`config.mk`:
```
export PLATFORM = sky130hd
export DESIGN_NAME = uart_tx_ctrl
export DESIGN_NICKNAME = d
export VERILOG_FILES = /design/src/rtl/uart_tx_ctrl.sv
export SDC_FILE = /design/constraint.sdc
export NUM_CORES = 1
export LEC_CHECK = 0
export ABC_CLOCK_PERIOD_IN_PS = 2600
export CAP_MARGIN = 10
export CORE_MARGIN = 5
export CORE_UTILIZATION = 30
export CTS_BUF_LIST = sky130_fd_sc_hd__clkbuf_16
export DETAILED_ROUTE_END_ITERATION = 6
export GPL_TIMING_DRIVEN = 1
export REMOVE_ABC_BUFFERS = 1
export SLEW_MARGIN = 5
export SYNTH_ARGS = -nofsm -noshare
export SYNTH_HDL_FRONTEND = slang
export SYNTH_SLANG_ARGS = --single-unit
```
`constraint.sdc`:
```
create_clock -name clk -period 2.6 [get_ports clk]
set_input_delay 0.52 -clock clk [delete_from_list [all_inputs] [get_ports clk]]
set_output_delay 0.52 -clock clk [all_outputs]
set_load 0.01 [all_outputs]
```
`src/rtl/uart_tx_ctrl.sv`:
```
// UART transmitter with a one-entry holding register; bits advance only on bit_tick, tx_out is registered.
// Latency: a held frame starts on the next bit_tick from IDLE. Backpressure: ready low while holding is full.
module uart_tx_ctrl #(
   parameter int DATA_WIDTH = 8
) (
   input  logic                  clk,
   input  logic                  reset,
   input  logic                  bit_tick,
   input  logic [DATA_WIDTH-1:0] P_DATA,
   input  logic                  Data_Valid,
   input  logic                  par_en,
   input  logic                  par_typ,
   input  logic                  two_stop,
   output logic                  tx_out,
   output logic                  busy,
   output logic                  ready
);

   localparam int CNT_W = (DATA_WIDTH > 1) ? $clog2(DATA_WIDTH) : 1;
   localparam logic [CNT_W-1:0] LAST_BIT = CNT_W'(DATA_WIDTH - 1);

   localparam logic [2:0] S_IDLE   = 3'd0;
   localparam logic [2:0] S_START  = 3'd1;
   localparam logic [2:0] S_DATA   = 3'd2;
   localparam logic [2:0] S_PARITY = 3'd3;
   localparam logic [2:0] S_STOP1  = 3'd4;
   localparam logic [2:0] S_STOP2  = 3'd5;

   logic [2:0]            r_state;
   logic [DATA_WIDTH-1:0] r_shift;
   logic [CNT_W-1:0]      r_cnt;
   logic                  r_par_en;
   logic                  r_parity;
   logic                  r_two_stop;
   logic                  r_tx;
   logic                  r_busy;

   logic                  r_ready;
   logic [DATA_WIDTH-1:0] r_hold_data;
   logic                  r_hold_par_en;
   logic                  r_hold_par_typ;
   logic                  r_hold_two_stop;

   logic w_capture;
   logic w_final;
   logic w_load;

   assign w_capture = Data_Valid && r_ready;
   assign w_final   = ((r_state == S_STOP1) && !r_two_stop) || (r_state == S_STOP2);
   // Holding contents move into the frame registers from IDLE or straight out of the last stop bit.
   assign w_load    = bit_tick && !r_ready && ((r_state == S_IDLE) || w_final);

   assign tx_out = r_tx;
   assign busy   = r_busy;
   assign ready  = r_ready;

   always_ff @(posedge clk) begin
      if (!reset) begin
         r_state         <= S_IDLE;
         r_shift         <= '0;
         r_cnt           <= '0;
         r_par_en        <= 1'b0;
         r_parity        <= 1'b0;
         r_two_stop      <= 1'b0;
         r_tx            <= 1'b1;
         r_busy          <= 1'b0;
         r_ready         <= 1'b1;
         r_hold_data     <= '0;
         r_hold_par_en   <= 1'b0;
         r_hold_par_typ  <= 1'b0;
         r_hold_two_stop <= 1'b0;
      end else begin
         if (w_capture) begin
            r_hold_data     <= P_DATA;
            r_hold_par_en   <= par_en;
            r_hold_par_typ  <= par_typ;
            r_hold_two_stop <= two_stop;
         end

         // A capture in the emptying cycle wins, so the new data stays held.
         if (w_capture) begin
            r_ready <= 1'b0;
         end else if (w_load) begin
            r_ready <= 1'b1;
         end

         if (w_load) begin
            r_state    <= S_START;
            r_shift    <= r_hold_data;
            r_cnt      <= '0;
            r_par_en   <= r_hold_par_en;
            r_parity   <= (^r_hold_data) ^ r_hold_par_typ;
            r_two_stop <= r_hold_two_stop;
            r_tx       <= 1'b0;
            r_busy     <= 1'b1;
         end else if (bit_tick) begin
            case (r_state)
               S_IDLE: begin
                  r_tx   <= 1'b1;
                  r_busy <= 1'b0;
               end
               S_START: begin
                  r_state <= S_DATA;
                  r_cnt   <= '0;
                  r_tx    <= r_shift[0];
               end
               S_DATA: begin
                  if (r_cnt == LAST_BIT) begin
                     r_state <= r_par_en ? S_PARITY : S_STOP1;
                     r_tx    <= r_par_en ? r_parity : 1'b1;
                  end else begin
                     r_shift <= r_shift >> 1;
                     r_cnt   <= r_cnt + CNT_W'(1);
                     r_tx    <= r_shift[1];
                  end
               end
               S_PARITY: begin
                  r_state <= S_STOP1;
                  r_tx    <= 1'b1;
               end
               S_STOP1: begin
                  r_tx <= 1'b1;
                  if (r_two_stop) begin
                     r_state <= S_STOP2;
                  end else begin
                     r_state <= S_IDLE;
                     r_busy  <= 1'b0;
                  end
               end
               S_STOP2: begin
                  r_state <= S_IDLE;
                  r_tx    <= 1'b1;
                  r_busy  <= 1'b0;
               end
               default: begin
                  r_state <= S_IDLE;
                  r_tx    <= 1'b1;
                  r_busy  <= 1'b0;
               end
            endcase
         end
      end
   end

endmodule

```
---- Word-level counts from Yosys, hierarchy flattened ----
Cells that the tools add are included.
word-level totals
  bits in latches ......................... 0
  register bits after elaboration ......... 31
  logic and storage cells ................. 75
  bits in writable memories ............... 0
  ROM bits ................................ 0
  input bits .............................. 15
  memories kept ........................... 0
cells by class
  order comparisons ....................... 0
  add/subtract/negate cells ............... 1
  reductions and logical operators ........ 21
  bitwise logic cells ..................... 3
  multiply operators ...................... 0
  multiplexer cells ....................... 23
  shift operators ......................... 0
  div/mod/pow operators ................... 0
  equal/unequal tests ..................... 13
operator list
  kind                                                                      count
  8-bit two-way mux                                                         4
  3-bit one-hot mux with 5 select lines                                     1
  3-bit AND reduction                                                       5
  3-bit two-way mux                                                         4
  1-bit two-way mux                                                         11
  3-bit equality test (second input constant)                               3
  2-bit inequality test (second input constant)                             4
  2-bit nonzero test                                                        4
  8-bit parity                                                              1
  3-bit by 2-bit equality test with 1-bit output (second input constant)    2
  3-bit inequality test (second input constant)                             2
  3-bit one-hot mux with 2 select lines                                     1
  1-bit logical AND                                                         4
  1-bit one-hot mux with 2 select lines                                     2
  3-bit by 1-bit adder with 3-bit output (second input constant)            1
  3-bit by 1-bit equality test with 1-bit output (second input constant)    1
  3-bit logical NOT                                                         1
  3-bit OR reduction                                                        1
  1-bit logical NOT                                                         2
  1-bit logical OR                                                          2
  2-bit by 1-bit inequality test with 1-bit output (second input constant)  1
  1-bit inverter                                                            2
  2-bit OR reduction                                                        1
  1-bit bitwise XOR                                                         1

---- Longest topological paths before layout ----
  word-level depth ........................ 7
  gate-level depth with buffers ........... 7

---- Worst setup path after synthesis ----
No wires, ideal clock.
  path kind ............................... register -> register
  start point ............................. reg r_cnt[0]
  end point ............................... reg r_shift[4]
  data required time ...................... 2484 ps
  setup slack ............................. 710 ps
  setup time .............................. 116 ps
  arrival ................................. 1774 ps
  cell stages (with the launch flop) ...... 8
  path through ............................ dfxtp_1 ha_1 ha_1 or3b_4 nor3_4 mux2i_1 nand2_1 o211a_1
between the ends
  cells in the longest elaborated chain, start to end .. 3
ends and longest elaborated chain
  item                                    line  source
  start: declaration                      31    logic [CNT_W-1:0] r_cnt;
  start signal: assignment                113   r_cnt <= r_cnt + CNT_W'(1);
  3-bit equality test                     108   if (r_cnt == LAST_BIT) begin
  2-bit inequality test (no source line)  n/a
  3-bit AND reduction (no source line)    n/a
  end signal: assignment                  89    r_shift <= r_hold_data;
  end signal: assignment                  112   r_shift <= r_shift >> 1;
  end: declaration                        30    logic [DATA_WIDTH-1:0] r_shift;
Every way passes these cells.
A chain may end at the register's enable or synchronous reset.

---- Worst setup path in the final report ----
  start point ............................. reg r_cnt[0]
  end point ............................... reg r_shift[3]
Same word-level chain as after synthesis.

==> results by group <==
Routing
  • Total number of vias: 1187
  • Post-DRT Antenna Nets: 0
  • Remaining DRCs: 0
  • Vias per Instance: approximately 4.7
  • Routed WL: a little under 3000 um
  • Routed len/inst: about 12 um
  • DR pass1 iterations: 5
  • DRT iter0 DRCs: around 70

Synthesis
  • Most common library cells after synthesis: nand2_1 (35), dfxtp_1 (31), a21boi_0 (11)
  • Synth area leader: dfxtp_1
  • Share of the synthesized area in the top cell type: 0.4211
  • Most frequent cell after synthesis: nand2_1
  • Ys Warns: 0
  • Main flop type after synthesis: dfxtp_1
  • Ranking of synthesized cells by area: dfxtp_1 (42%), nand2_1 (8.9%), a21boi_0 (5.6%)
  • Mapped Cells: between 150 and 200
  • Unique masters post-synth: 36
  • Post-synthesis sequential element count: 31
  • Sequential cell area fraction in the yosys report: 0.4211
  • Syn Area/Cell: 8.933 um^2
  • Post-synth EDFFs: 0
  • Synth async-reset ratio: 0
  • Post-synthesis cell area: roughly 1500 um^2

Clock network
  • Clock Pin Slew Worst Setup and Hold Paths: 50 ps
  • Root Driver: clkbuf_16
  • H-tree levels: 2
  • Total clock buffers created by CTS: 5
  • CTS Sinks: 31
  • Setup Buffers After CTS: 0
  • Post-cts sizing count: 0
  • CTS tree: yes
  • Worst-Skew Late Latency: about 270 ps
  • Hold Buf Count CTS: 0
  • Max Root-Sink Buffers: 2

Die
  • Die height: roughly 80 um
  • Die area: between 6000 and 7000 um^2
  • IO Pins: 18
  • Die width: roughly 80 um
  • Floorplan row count: 25
  • Initial Utilization: 0.3100
  • Area of the core: between 4000 and 5000 um^2

Critical path
  • Worst R2R Path Depth: 7
  • Crit path to: r_shift[3]
  • Critical path required time: 2750 ps
  • Reg2reg setup slack: around 640 ps
  • Critical path launch point: r_cnt[0]
  • Critical path arrival: around 2100 ps
  • Reg-to-Reg Start: r_cnt[0]
  • Crit Path Class: reg -> reg
  • CP startpoint kind: flip-flop
  • CP endpoint kind: flip-flop
  • FF-to-FF End: r_shift[3]
  • Crit-path max FO: 6

GRT
  • All-Layer GR Usage: 0.1056
  • Antenna violations before repair: 0
  • First-pass GRT wire length: roughly 5300 um
  • GRT Residual Overflow: 0
  • Vias in the first global route: ~1200
  • Pin count of the biggest net entering global routing: 15

Timing
  • Pins Over Slew Limit: 0
  • RSZ-0062 raised after global routing: false
  • Total negative setup slack: 0 ps
  • Final setup vio count: 0
  • Slew @ Worst Pin: slightly above 400 ps
  • Crit share post-route: 0.7540
  • Upper clock frequency limit: ~510 MHz
  • Tmin final: 1960 ps
  • Worst slew margin: 0.7278
  • Clk_skew: approximately 3.5 ps
  • Final Hold Fails: 0

Power
  • PwrDens: 633.6 nW/um^2
  • Leakage power: ~0.70 nW
  • VDD IR max: roughly 290 uV

Layout
  • Layout Utilization: 0.3903
  • Fin nets: ~200
  • Synthesis-to-layout area growth: 25.89%
  • Share of cells above drive strength 1: 0.08065
  • Diode count: 0

Placed design
  • Detailed Place HPWL: around 2100 um
  • IO Port Bufs: 17
  • RePlAce Congestion: 0.8092

Status
  • Status: complete, no violations

Worst hold path
  • Min-delay worst type: reg -> reg

Job
  • Number of max-cap violations: 0
[registers in the layout, indices dropped and copies added (netlist names)]
signal           flops
busy                 1
r_cnt                3
r_hold_data          8
r_hold_par_en        1
r_hold_par_typ       1
r_hold_two_stop      1
r_par_en             1
r_parity             1
r_shift              8
r_state              3
r_two_stop           1
ready                1
tx_out               1
[placed cells by master, fill, tap and decap left out, drive strengths merged, types with 5 or more instances in the layout]
cell type | netlist | layout
a222oi | 5 | 5
a21oi | 5 | 5
a22oi | 5 | 5
buf | 5 | 5
a21boi | 15 | 15
nor2b | 10 | 10
clkbuf | 4 | 5
clkdlybuf4s50 | 0 | 17
nand2 | 35 | 35
xnor2 | 5 | 5
nor2 | 9 | 9
dfxtp | 31 | 31
[area by class of cell]
| type | count | area [um^2] |
|---|---|---|
| clock inverter | 3 | 11.26 |
| inverter | 2 | 7.507 |
| clock buffer | 5 | 125.1 |
| tap | 67 | 83.83 |
| timing repair buffer | 22 | 207.7 |
| multi-input combinational | 123 | 799.5 |
| fill | 512 | 2899 |
| sequential | 31 | 620.6 |
[metrics by stage]
stage | power (mW) | hold WS (ps) | setup WS, ps | cell area [um^2] | cells
3_3_place_gp | 0.6617 | 437.0 | 461.1 | 1719 | 245
6_report | 1.176 | 444.5 | 639.6 | 1856 | 253
2_1_floorplan | 0.6035 | 425.5 | 709.8 | 1428 | 156
3_5_place_dp | 0.6624 | 442.0 | 418.2 | 1719 | 245
5_1_grt | 1.231 | 463.8 | 488.2 | 1856 | 253
4_1_cts | 1.192 | 446.9 | 610.7 | 1856 | 253
[how the worst min path moves through the flow]
stage                  start        to  slack (ps)  cells after the start
2_1_floorplan       r_parity  r_parity         430                      2
3_3_place_gp        r_parity  r_parity         440                      2
3_5_place_dp        r_parity  r_parity         440                      2
4_1_cts             r_parity  r_parity         450                      2
5_1_grt        r_hold_par_en  r_par_en         460                      2
6_report            r_parity  r_parity         440                      2
[metal layers]
layer  GRT usage  vias up  wire length (um)
met3     0.03027        7               137
met2      0.1556       27              1297
met1      0.1425      538              1498
li1            -      615                 -
met4     0.04561        0                44
met5           0        -                 0
[critical path, stage by stage, from the launching register on]
cell and delay, ps:
dfxtp_1 320, ha_1 200, ha_1 250, or3b_4 410, nor2_1 120, o21ai_2 120
a222oi_1 320, nor2b_1 90
[power breakdown]
group          internal [mW]  switching (mW)
Clock                  0.343           0.182
Combinational         0.0748          0.0613
Sequential             0.497          0.0175
Total                  0.915           0.261
[cells by family after synthesis]
group	synth area share
flops	0.4211
mux	0.02037
simple gates	0.2233
compound gates	0.2309
xor+xnor	0.05093
fa+ha+maj	0.01698
buf+inv	0.03649
Power figures use the tool's default switching activity.
